`config.mk`:
```
export PLATFORM = sky130hd
export DESIGN_NAME = data_sram_arbiter
export DESIGN_NICKNAME = d
export VERILOG_FILES = /design/src/rtl/data_sram_arbiter.sv
export SDC_FILE = /design/constraint.sdc
export NUM_CORES = 1
export LEC_CHECK = 0
export BUFFER_PORTS_ARGS = -buffer_cell sky130_fd_sc_hd__buf_4
export CAP_MARGIN = 15
export CORE_AREA = 8 8 119 121
export DETAILED_ROUTE_END_ITERATION = 12
export DIE_AREA = 0 0 127 129
export PLACE_DENSITY = 0.66
export SLEW_MARGIN = 20
export SYNTH_ARGS = -nofsm -noshare
export SYNTH_HDL_FRONTEND = slang
export SYNTH_SLANG_ARGS = --single-unit
export TNS_END_PERCENT = 1
```
`constraint.sdc`:
```
create_clock -name clk -period 5.2 [get_ports clk]
set_clock_uncertainty 0.1 [all_clocks]
set_input_delay 0.78 -clock clk [delete_from_list [all_inputs] [get_ports clk]]
set_output_delay 0.78 -clock clk [all_outputs]
set_load 0.02 [all_outputs]
```
`src/rtl/data_sram_arbiter.sv`:
```
// Two-master arbiter for a split-handshake SRAM-like data port.
// Round-robin grant, held while the slave stalls the address phase, with an
// in-order ID FIFO that steers each response back to its issuing master.
module data_sram_arbiter #(
  parameter int unsigned MAX_OUT = 4
) (
  input  logic        clk,
  input  logic        resetn,
  input  logic        m0_req,
  input  logic        m0_wr,
  input  logic [1:0]  m0_size,
  input  logic [3:0]  m0_wstrb,
  input  logic [31:0] m0_addr,
  input  logic [31:0] m0_wdata,
  output logic        m0_addr_ok,
  output logic        m0_data_ok,
  output logic [31:0] m0_rdata,
  input  logic        m1_req,
  input  logic        m1_wr,
  input  logic [1:0]  m1_size,
  input  logic [3:0]  m1_wstrb,
  input  logic [31:0] m1_addr,
  input  logic [31:0] m1_wdata,
  output logic        m1_addr_ok,
  output logic        m1_data_ok,
  output logic [31:0] m1_rdata,
  output logic        s_req,
  output logic        s_wr,
  output logic [1:0]  s_size,
  output logic [3:0]  s_wstrb,
  output logic [31:0] s_addr,
  output logic [31:0] s_wdata,
  input  logic        s_addr_ok,
  input  logic        s_data_ok,
  input  logic [31:0] s_rdata,
  output logic        err_unexp
);

  localparam int unsigned PTR_W = (MAX_OUT > 1) ? $clog2(MAX_OUT) : 1;
  localparam int unsigned CNT_W = PTR_W + 1;
  localparam logic [CNT_W-1:0] FULL = CNT_W'(MAX_OUT);

  logic               rr_ptr;
  logic               lock;
  logic               lock_id;
  logic [MAX_OUT-1:0] id_fifo;
  logic [PTR_W-1:0]   rd_ptr;
  logic [PTR_W-1:0]   wr_ptr;
  logic [CNT_W-1:0]   count;

  logic gnt_c;
  logic sel_req_c;
  logic hs_c;
  logic pop_c;
  logic head_c;

  // Grant: a stalled winner keeps the port; otherwise lone requester or rr_ptr
  always_comb begin
    gnt_c = rr_ptr;
    if (lock) begin
      gnt_c = lock_id;
    end else if (m0_req && !m1_req) begin
      gnt_c = 1'b0;
    end else if (m1_req && !m0_req) begin
      gnt_c = 1'b1;
    end
  end

  // Slave request mux; issue is blocked while the ID FIFO is full
  always_comb begin
    sel_req_c = gnt_c ? m1_req : m0_req;
    s_req     = sel_req_c && (count != FULL);
    s_wr      = gnt_c ? m1_wr    : m0_wr;
    s_size    = gnt_c ? m1_size  : m0_size;
    s_addr    = gnt_c ? m1_addr  : m0_addr;
    s_wdata   = gnt_c ? m1_wdata : m0_wdata;
    s_wstrb   = s_req ? (gnt_c ? m1_wstrb : m0_wstrb) : 4'b0000;
    hs_c       = s_req && s_addr_ok;
    m0_addr_ok = hs_c && !gnt_c;
    m1_addr_ok = hs_c && gnt_c;
  end

  // Response steering from the FIFO head; a response with nothing pending is dropped
  always_comb begin
    pop_c      = s_data_ok && (count != '0);
    head_c     = id_fifo[rd_ptr];
    m0_data_ok = pop_c && !head_c;
    m1_data_ok = pop_c && head_c;
    m0_rdata   = m0_data_ok ? s_rdata : 32'h0;
    m1_rdata   = m1_data_ok ? s_rdata : 32'h0;
  end

  // Arbitration state: round-robin pointer and stall lock
  always_ff @(posedge clk or negedge resetn) begin
    if (!resetn) begin
      rr_ptr  <= 1'b0;
      lock    <= 1'b0;
      lock_id <= 1'b0;
    end else begin
      if (hs_c) begin
        rr_ptr <= ~gnt_c;
      end
      lock <= s_req && !s_addr_ok;
      if (s_req && !s_addr_ok) begin
        lock_id <= gnt_c;
      end
    end
  end

  // In-order ID FIFO of accepted transactions
  always_ff @(posedge clk or negedge resetn) begin
    if (!resetn) begin
      id_fifo <= '0;
      rd_ptr  <= '0;
      wr_ptr  <= '0;
      count   <= '0;
    end else begin
      if (hs_c) begin
        id_fifo[wr_ptr] <= gnt_c;
        wr_ptr          <= wr_ptr + PTR_W'(1);
      end
      if (pop_c) begin
        rd_ptr <= rd_ptr + PTR_W'(1);
      end
      case ({hs_c, pop_c})
        2'b10:   count <= count + CNT_W'(1);
        2'b01:   count <= count - CNT_W'(1);
        default: count <= count;
      endcase
    end
  end

  // Sticky flag for a response arriving with no transaction outstanding
  always_ff @(posedge clk or negedge resetn) begin
    if (!resetn) begin
      err_unexp <= 1'b0;
    end else if (s_data_ok && (count == '0)) begin
      err_unexp <= 1'b1;
    end
  end

endmodule

```
Word level (Yosys, flattened, before mapping)
Index checks and enable logic that the tools add are counted.
W data, S select, Z words.
- $add $sub $neg: 4
- $mul: 0
- div/mod/pow operators: 0
- order comparisons: 3
- equal/unequal tests: 3
- shift operators: 0
- multiplexer cells: 18
- bitwise gates (word level): 1
- reduce and logical (&&, ||, !) cells: 20
- operators with widths (cell ; count):
    $mux W32 ; 4
    $logic_and A1 B1 Y1 ; 12
    $mux W4 ; 2
    $mux W1 ; 7
    $lt A2 B3 Y1 const B ; 2
    $pmux W3 S2 ; 1
    $logic_not A1 Y1 ; 5
    $add A2 B1 Y2 const B ; 2
    $bwmux W4 ; 1
    $add A3 B1 Y3 const B ; 1
    $logic_not A3 Y1 ; 1
    $ne A3 B3 Y1 const B ; 1
    $reduce_bool A3 Y1 ; 1
    $sub A3 B1 Y3 const B ; 1
    $bmux W1 S2 ; 1
    $demux W1 S2 ; 1
    $eq A2 B1 Y1 const B ; 1
    $eq A2 B2 Y1 const B ; 1
    $ge A2 B1 Y1 const B ; 1
    $mux W2 ; 1
    $reduce_bool A2 Y1 ; 1
    $not A1 Y1 ; 1
- bits in registers: 15
- bits in latches: 0
- bits in writable memories: 0
- memory bits (read-only): 0
- input bits: 180
- memories: 0

Logic depth before layout (Yosys ltp)
- depth after elaboration: 10
- mapped depth: 10

Worst setup path after synthesis
Ideal clock, no wire load.
- kind: input -> output
- from: input m0_req
- to: output s_wdata[28]
- data arrival time: 2058 ps
- path slack: 2262 ps
- cell stages on the path: 6
- buffers on the path: 2
- cells stage by stage: nand2b_1 -> a211o_4 -> nand2_4 -> buf_12 -> buf_6 -> mux2_1
- cells in the longest elaborated chain, start to end: 6
- elaborated cells on any way between the ends: 7
- ends and longest elaborated chain (element ; RTL line ; RTL):
    start, declared ; 9 ; input logic m0_req,
    $logic_not A1 Y1 ; 64 ; end else if (m1_req && !m0_req) begin
    $logic_and A1 B1 Y1 ; 64 ;
    $mux W1 ; 64 ;
    $mux W1 * ; 62 ; end else if (m0_req && !m1_req) begin
    $mux W1 * ; 60 ; if (lock) begin
    $mux W32 * ; 76 ; s_wdata = gnt_c ? m1_wdata : m0_wdata;
    end, declared ; 32 ; output logic [31:0] s_wdata,
Mark *: on every way between the ends. The rest lies on a longest branch, timed or not.

Worst setup path after layout
- from: input m0_req
- to: output s_addr[2]
- cells in the longest elaborated chain, start to end: 6
- elaborated cells on any way between the ends: 7
- ends and longest elaborated chain (element ; RTL line ; RTL):
    $logic_not A1 Y1 ; 64 ;
    $logic_and A1 B1 Y1 ; 64 ;
    $mux W1 ; 64 ;
    $mux W1 * ; 62 ;
    $mux W1 * ; 60 ;
    $mux W32 * ; 75 ; s_addr = gnt_c ? m1_addr : m0_addr;
    end, declared ; 31 ; output logic [31:0] s_addr,
Marks and branches as above.

==> out/results.txt <==
Clock slew at reported path FFs: 0.05 ns
Post-synth ARST share: 100%
Worst Path Arrival: 2.81 ns
Initial antenna violation count: 0
Flop pwr share: 9.4%
TNS Setup: 0 ns
Dpl ws: 1.52 ns
Area delta synth->final: 102%
Area of the die: 0.0164 mm^2
Comb power frac: 84.4%
Hold Path Class: in -> async
GR Util All Layers: 15.7%
Clk network pwr share: 6.2%
H-tree Lvls: 1
Slew HR: 36.0%
DR vias/cell: 4.40
Most frequent cells in the layout: buf_4, mux2_4, nor2_1, nand2_1, and3_1
Routed WL per cell: 19.6 um
Layout fillers: 1253
Post-CTS resize count: 0
Highest clock rate: 271 MHz
Commonest non-fill, non-tap cell in the layout: buf_4
Clock Sinks: 15
CTS buffer count: 3
P per Cell Area: 479 mW/mm^2
Max incr delay on CP: 0.50 ns
Die width: 127 um
Final ANT Viol Nets: 0
Routability congestion estimate: 0.909
Pin count of the biggest net entering global routing: 70
First-pass GRT wire length: 19900 um
CP Max Fanout: 39
# DRC: 0
FF/Latch Area: 375 um^2
Postcts setup bufs: 0
Worst VDD drop: 0.000235 V
Core Region: 0.0123 mm^2
Drt total wl: 14100 um
Most frequent CP cell: buf_4
Post-synthesis cell type count: 35
Crit-path cells: buf_4 > nand2b_1 > a211o_4 > nand2_4 > buf_12 > mux2_2 > buf_4
Post-Synthesis Cell Area: 0.00246 mm^2
Clock buffer depth: 2
Post-DP HPWL: 12400 um
Nets: 758
Post-Place Cell Area: 0.00489 mm^2
CP required: 4.32 ns
Int Pwr: 1210 uW
Final hold viol count: 0
Run status: finished, final reports clean
Crit share post-route: 71.0%
Cts hold-fix bufs: 0
Proportion of layout cells with a drive suffix above 1: 70.1%
Port bufs: 320
Crit path max-delay cell type: nand2_4
Min Tclk post-route: 3.69 ns
Net switching power: 1180 uW
Syn Nets: 453
Net Sw Frac: 49.4%
Design Area, Final: 0.00499 mm^2
CP Launch Type: input port
# diodes: 0
Yosys reg bits: 15
WS Path Type: in -> out
RSZ-0062 raised after global routing: false
Post-synth top flop: dfrtp_1
Mapped Cells: 267
Synth warn: 0
Max-slew violations: 0
Post-synth EDFFs: 0
Rows: 41
GRT overflow: 0
Buf/Inv on CP: 3
Via count: 3176
Initial Util: 20.0%
Vias in the first global route: 3383
Count of final setup violators: 0
Static leakage: 0.00284 uW
CTS tree: built
Clk_lat worst skew: 0.25 ns
Die height: 129 um
Setup ws final: 1.51 ns
Worst Tran Pin Value: 0.960 ns
Crit end category: primary output
Crit-path leading delay family: simple AND/OR/NAND/NOR gates
# Max-Cap Violations: 0
DRT iter0 DRCs: 78
Sequential share of the synthesized area: 15.2%
Clk root buf: clkbuf_16
Post-layout util: 40.5%
Multi-input logic area: 0.00187 mm^2
DRT Pass-1 Iters: 4
Synthesized area per cell: 9.23 um^2
# IOs: 321
==> metal layers <==
layer	track usage [%]	routed length, um	vias to the layer above
li1	-	-	1528
met1	17.3	5420	1411
met2	27.9	6960	214
met3	5.75	1460	23
met4	4.27	269	0
met5	0	0	-
==> state kept, by name, summed over array words and instances, names as in the netlist <==
name / count
wr_ptr: 2
count: 3
err_unexp: 1
id_fifo: 4
lock_id: 1
rd_ptr: 2
lock: 1
rr_ptr: 1
==> power by group through the flow <==
| stage | combinational (uW) | clock (uW) | sequential [uW] |
|---|---|---|---|
| floorplan | 1360 | 0 | 218 |
| global placement | 2000 | 0 | 222 |
| detailed placement | 2020 | 0 | 225 |
| CTS | 2030 | 153 | 225 |
| global route | 2150 | 159 | 234 |
| finish | 2020 | 148 | 225 |
==> path summary, 6_finish.rpt <==
path                       startpoint    endpoint  slack [ns]  depth (start not counted)
hold reg to reg             err_unexp   err_unexp        0.37                          1
min in group clk            err_unexp   err_unexp        0.37                          1
hold / removal                 resetn   wr_ptr[1]        0.28                          1
setup reg to reg             count[0]    count[2]        2.72                         10
setup / recovery               m0_req   s_addr[2]        1.51                          7
max in group asynchronous      resetn  id_fifo[1]        4.55                          1
==> cells by family (layout without fill, tap and decap cells) <==
logic type | after synthesis | in the layout | share of synthesized area [%]
and+or+nand+nor | 120 | 120 | 23.3
muxes | 76 | 76 | 42.7
buffers and inverters | 30 | 334 | 9.19
DFF | 15 | 15 | 15.2
AOI/OAI and AO/OA | 14 | 14 | 4.06
adders and majority gates | 6 | 6 | 3.35
xor gates and xnor gates | 6 | 6 | 2.13
==> synth_stat cells (2+ instances only) <==
cell | count | area [um^2]
a21oi_1 | 5 | 25.0
clkbuf_1 | 11 | 41.3
buf_12 | 6 | 120
dfrtp_1 | 15 | 375
mux2_4 | 50 | 751
nand3_1 | 8 | 40.0
mux2_1 | 7 | 78.8
o21ai_0 | 4 | 20.0
nand2b_1 | 2 | 12.5
mux2i_1 | 2 | 20.0
nor2_1 | 35 | 131
nor2b_1 | 3 | 18.8
inv_1 | 6 | 22.5
xnor2_1 | 3 | 26.3
nand2_1 | 34 | 128
mux2_2 | 16 | 180
xor2_1 | 3 | 26.3
buf_2 | 4 | 20.0
and3_1 | 32 | 200
and2_1 | 2 | 12.5
ha_1 | 5 | 62.6
==> area by class of cell <==
cell class	instances	area share [%]
tap	150	3.76
sequential	15	7.52
timing repair buffer	323	49.1
inverter	7	0.527
multi-input combinational	222	37.5
clock buffer	3	1.50
clock inverter	1	0.100
==> per-stage QoR <==
stage	hold WS [ns]	power (uW)	cells
floorplan	0.353	1580	267
detailed placement	0.350	2250	716
CTS	0.282	2410	720
finish	0.281	2390	721
global placement	0.353	2220	716
global route	0.289	2540	721
Power figures use the tool's default switching activity.
